===== src/rtl/gate_unit_arbiter.sv =====
// gate_unit_arbiter
// Two requesters share one bitwise gate unit. Round-robin arbitration picks
// at most one request per cycle, the result lands in a single registered
// response slot, and each response carries the id of its requester.
//
// Handshake: a transfer happens on a port at a rising edge where valid and
// ready are both high. Once raised, valid stays high with stable payload
// until its transfer. A response is held stable while rsp_valid is high and
// rsp_ready is low. reqN_ready may depend on both valids, so clients must
// not gate valid on ready.
module gate_unit_arbiter #(
  parameter int WIDTH = 8
) (
  input  logic             clk,
  input  logic             rst_n,
  input  logic             req0_valid,
  output logic             req0_ready,
  input  logic [2:0]       req0_op,
  input  logic [WIDTH-1:0] req0_a,
  input  logic [WIDTH-1:0] req0_b,
  input  logic             req1_valid,
  output logic             req1_ready,
  input  logic [2:0]       req1_op,
  input  logic [WIDTH-1:0] req1_a,
  input  logic [WIDTH-1:0] req1_b,
  output logic             rsp_valid,
  input  logic             rsp_ready,
  output logic             rsp_id,
  output logic [WIDTH-1:0] rsp_data,
  output logic             rsp_err
);

  localparam logic [2:0] OP_AND  = 3'd0;
  localparam logic [2:0] OP_OR   = 3'd1;
  localparam logic [2:0] OP_NAND = 3'd2;
  localparam logic [2:0] OP_NOR  = 3'd3;
  localparam logic [2:0] OP_XOR  = 3'd4;
  localparam logic [2:0] OP_XNOR = 3'd5;

  // Response slot occupancy; rsp_valid is a direct decode of this state.
  typedef enum logic {
    SLOT_EMPTY = 1'b0,
    SLOT_FULL  = 1'b1
  } slot_state_e;

  slot_state_e      state_q, state_d;
  logic             rsp_id_q, rsp_id_d;
  logic [WIDTH-1:0] rsp_data_q, rsp_data_d;
  logic             rsp_err_q, rsp_err_d;
  logic             last_grant_q, last_grant_d;

  logic             slot_free;
  logic             grant_valid;
  logic             grant_id;
  logic             accept;
  logic [2:0]       sel_op;
  logic [WIDTH-1:0] sel_a;
  logic [WIDTH-1:0] sel_b;
  logic [WIDTH-1:0] gate_result;
  logic             op_illegal;

  // Round-robin grant: a lone requester wins outright, a tie goes to the
  // requester that did not win last time.
  always_comb begin
    grant_valid = 1'b0;
    grant_id    = 1'b0;
    if (req0_valid && !req1_valid) begin
      grant_valid = 1'b1;
      grant_id    = 1'b0;
    end else if (!req0_valid && req1_valid) begin
      grant_valid = 1'b1;
      grant_id    = 1'b1;
    end else if (req0_valid && req1_valid) begin
      grant_valid = 1'b1;
      grant_id    = ~last_grant_q;
    end
  end

  // Ready/accept: the slot may refill in the same cycle it drains.
  always_comb begin
    slot_free  = (state_q == SLOT_EMPTY) | rsp_ready;
    req0_ready = slot_free & grant_valid & (grant_id == 1'b0) & req0_valid;
    req1_ready = slot_free & grant_valid & (grant_id == 1'b1) & req1_valid;
    accept     = req0_ready | req1_ready;
  end

  // Operand mux in front of the shared gate unit.
  always_comb begin
    sel_op = grant_id ? req1_op : req0_op;
    sel_a  = grant_id ? req1_a  : req0_a;
    sel_b  = grant_id ? req1_b  : req0_b;
  end

  // Per-lane mux-built gate: operand a selects between b-derived values.
  always_comb begin
    gate_result = '0;
    op_illegal  = 1'b0;
    for (int i = 0; i < WIDTH; i++) begin
      unique case (sel_op)
        OP_AND:  gate_result[i] = sel_a[i] ? sel_b[i]  : 1'b0;
        OP_OR:   gate_result[i] = sel_a[i] ? 1'b1      : sel_b[i];
        OP_NAND: gate_result[i] = sel_a[i] ? ~sel_b[i] : 1'b1;
        OP_NOR:  gate_result[i] = sel_a[i] ? 1'b0      : ~sel_b[i];
        OP_XOR:  gate_result[i] = sel_a[i] ? ~sel_b[i] : sel_b[i];
        OP_XNOR: gate_result[i] = sel_a[i] ? sel_b[i]  : ~sel_b[i];
        default: gate_result[i] = 1'b0;
      endcase
    end
    if (sel_op > OP_XNOR) begin
      op_illegal = 1'b1;
    end
  end

  // Slot next-state: load on accept, empty on drain, otherwise hold.
  always_comb begin
    state_d      = state_q;
    rsp_id_d     = rsp_id_q;
    rsp_data_d   = rsp_data_q;
    rsp_err_d    = rsp_err_q;
    last_grant_d = last_grant_q;
    if (accept) begin
      state_d      = SLOT_FULL;
      rsp_id_d     = grant_id;
      rsp_data_d   = gate_result;
      rsp_err_d    = op_illegal;
      last_grant_d = grant_id;
    end else if ((state_q == SLOT_FULL) && rsp_ready) begin
      state_d = SLOT_EMPTY;
    end
  end

  // Slot and arbitration registers; reset discards any held response.
  always_ff @(posedge clk or negedge rst_n) begin
    if (!rst_n) begin
      state_q      <= SLOT_EMPTY;
      rsp_id_q     <= 1'b0;
      rsp_data_q   <= '0;
      rsp_err_q    <= 1'b0;
      last_grant_q <= 1'b1;
    end else begin
      state_q      <= state_d;
      rsp_id_q     <= rsp_id_d;
      rsp_data_q   <= rsp_data_d;
      rsp_err_q    <= rsp_err_d;
      last_grant_q <= last_grant_d;
    end
  end

  // Output drive.
  always_comb begin
    rsp_valid = (state_q == SLOT_FULL);
    rsp_id    = rsp_id_q;
    rsp_data  = rsp_data_q;
    rsp_err   = rsp_err_q;
  end

endmodule

===== config.mk =====
export PLATFORM = sky130hd
export DESIGN_NAME = gate_unit_arbiter
export DESIGN_NICKNAME = d
export VERILOG_FILES = /design/src/rtl/gate_unit_arbiter.sv
export SDC_FILE = /design/constraint.sdc
export NUM_CORES = 1
export LEC_CHECK = 0
export ABC_AREA = 1
export CORE_UTILIZATION = 40
export CTS_BUF_LIST = sky130_fd_sc_hd__clkbuf_4 sky130_fd_sc_hd__clkbuf_8
export CTS_CLUSTER_SIZE = 30
export DETAILED_ROUTE_END_ITERATION = 7
export PLACE_DENSITY = 0.68
export SYNTH_ARGS = -nofsm -noshare
export SYNTH_HDL_FRONTEND = slang
export SYNTH_SLANG_ARGS = --single-unit

===== constraint.sdc =====
create_clock -name clk -period 2.9 [get_ports clk]
set_clock_uncertainty 0.05 [all_clocks]
set_input_delay 0.29 -clock clk [delete_from_list [all_inputs] [get_ports clk]]
set_output_delay 0.29 -clock clk [all_outputs]
set_load 0.02 [all_outputs]

==> results.cfg <==
[clock_tree]
clkTransAtPathRegs_ns = 0.05
cts_resized = 0
clkLatencyLatePin_ns = 0.24
cts_num_sinks = 12
cts_buffers = 3
cts_tree = done
cts.htree.levels = 1
ctsHoldBuffers = 0
cts_buffer_depth = 2
cts_root_buffer = clkbuf_8
post_cts.repair.setup_buffers = 0

[power_and_ir_drop]
power_mw = 0.903
pwr-share-clk_pct = 20.0
pwr-share-comb_pct = 54.8
netSwitchingPower_mw = 0.362
p_sw_share_pct = 40.0
p_leak_nw = 1.30
p_int_mw = 0.542
seqPwrFrac_pct = 25.2
ir_drop_mv = 0.179
powerDensity_nw_per_um2 = 382

[placed_design]
hpwl_um = 3220
pre_cts_ws_ns = 0.228
io_buffers = 55
gp_congestion = 0.797

[detailed_routing]
routedWlPerCell_um = 10.6
drc = 0
vias = 1826
viasPerCell = 4.74
drt_iter0_drc = 103
dr.pass1.iters = 4
drt_wl_total_um = 4070
postRouteAntennaNets = 0

[timing]
timing.setup.tns_ns = 0
tightest_slew_ns = 0.529
maxSlewViolCount = 0
min_period_ns = 2.43
maxSlewHeadroom_pct = 64.6
hold_violations = 0
max_freq_ghz = 0.412
post-route-period-util_pct = 83.8
setup_viol = 0
worst_slack_ns = 0.471
rsz0062_at_grt = no

[critical_path]
crit_arrival_ns = 2.09
cp-start-kind = input port
required_ns = 2.56
path_max_fanout = 20
cp-end-kind = primary output
worstSetupPathType = in -> out

[synthesis]
synth_area_per_cell_um2 = 6.14
synth_area_um2 = 1740
yosys_warnings = 0
synth_cell_type_count = 23
netlist_instances = 283
ys_seq_area_share_pct = 17.4
synth.net_count = 348
ys_ff_latch = 12

[finish]
nets = 401
area_growth_pct = 36.2
multiInputGateArea_um2 = 1160
fill_cells = 401
final_common_cell = nand2_1
drive_gt1_share_pct = 8.36
diodes = 0
final_cell_mix = nand2_1 (86), clkdlybuf4s50_1 (55), inv_1 (51), nand4_1 (27)
final-seq-area_um2 = 302

[floorplanning]
fp.coreArea_um2 = 4090
start_util_pct = 42.5
die_area_um2 = 4610
io_pins = 56
num_rows = 23
die_w_um = 67.9
die_h_um = 67.9

[hold_path]
hold_path.class = in -> async

[run]
maxCapViolCount = 0

[outcome]
status = completed

[global_route]
grt_first_pass_wirelength_um = 6940
track_usage_pct = 19.6
grt_max_degree = 24
grt_pass1_vias = 1626
antenna_found_initial = 0
grt-ovfl-total = 0
## worst max-delay path, cell delays in order
cell and delay [ns]:
clkdlybuf4s50_1 0.50, nand2_2 0.15, nand2_4 0.20, inv_1 0.16
nor2_1 0.16, clkdlybuf4s50_1 0.62
## metrics by stage
stage               hold slack (ns)  instance area, µm²  std cells  util (%)
global route                  0.385                2370        385      57.9
floorplan                   -0.0556                1740        283         -
global placement              0.411                2310        381      56.6
finish                        0.351                2370        385      57.9
detailed placement            0.408                2310        381      56.6
CTS                           0.370                2370        385      57.9
## layout make-up
class / instances / area share, %
Sequential cell: 12 / 12.7
Inverter: 52 / 8.25
Multi-Input combinational cell: 207 / 49.2
Tap cell: 50 / 2.64
Timing Repair Buffer: 60 / 24.9
Clock buffer: 4 / 2.33
## final timing paths
| kind | startpoint | endpoint | cells past startpoint | slack, ns |
|---|---|---|---|---|
| min | rst_n | rsp_data[0] | 1 | 0.35 |
| min reg2reg | rsp_id | rsp_id | 2 | 0.42 |
| max | req0_valid | req0_ready | 6 | 0.47 |
| max reg2reg | last_grant_q | rsp_data[5] | 12 | 0.53 |
| max in group asynchronous | rst_n | last_grant_q | 1 | 2.09 |
| min in group clk | rsp_id | rsp_id | 2 | 0.42 |
## power groups by stage
stage | logic (mW) | registers, mW | clock network, mW
final | 0.495 | 0.228 | 0.181
after global routing | 0.559 | 0.233 | 0.191
after CTS | 0.498 | 0.229 | 0.182
after detailed placement | 0.496 | 0.231 | 0
after global placement | 0.491 | 0.231 | 0
after floorplan | 0.263 | 0.271 | 0
## layer usage
metal	up-vias	GRT usage [%]	routed length, µm
met3	7	2.00	148
met2	46	34.9	1880
met5	-	0	0
met4	0	4.69	51
li1	991	-	-
met1	782	25.2	1990
## registers in the layout (all words and copies together) (netlist names)
signal,count
rsp_valid,1
rsp_data,8
rsp_id,1
last_grant_q,1
rsp_err,1
## synthesized netlist by cell type
cell type / n / share of area [%]
nand2_1: 86 / 19
buf_4: 3 / 1.3
buf_2: 4 / 1.2
clkbuf_1: 3 / 0.65
dfstp_2: 1 / 1.5
or2_2: 7 / 2.5
ha_1: 22 / 16
nand3_2: 2 / 1.2
nor2_4: 1 / 0.65
nand3b_1: 3 / 1.3
buf_6: 2 / 1.3
inv_1: 51 / 11
inv_2: 1 / 0.22
nand4_1: 27 / 9.7
nor2_1: 22 / 4.8
dfrtp_1: 11 / 16
o31ai_1: 1 / 0.43
nand2_4: 2 / 1.3
o21ai_0: 14 / 4.0
nand3_1: 10 / 2.9
o21ai_1: 1 / 0.29
o21a_1: 4 / 1.7
nand2_2: 5 / 1.8
## cell families after synthesis
group | count (synthesis) | share of synthesized area (%)
adders and majority gates | 22 | 15.8
and+or+nand+nor | 165 | 44.7
buffers and inverters | 64 | 15.6
DFF | 12 | 17.4
AOI/OAI and AO/OA | 20 | 6.48
(Power assumes the default switching activity.)
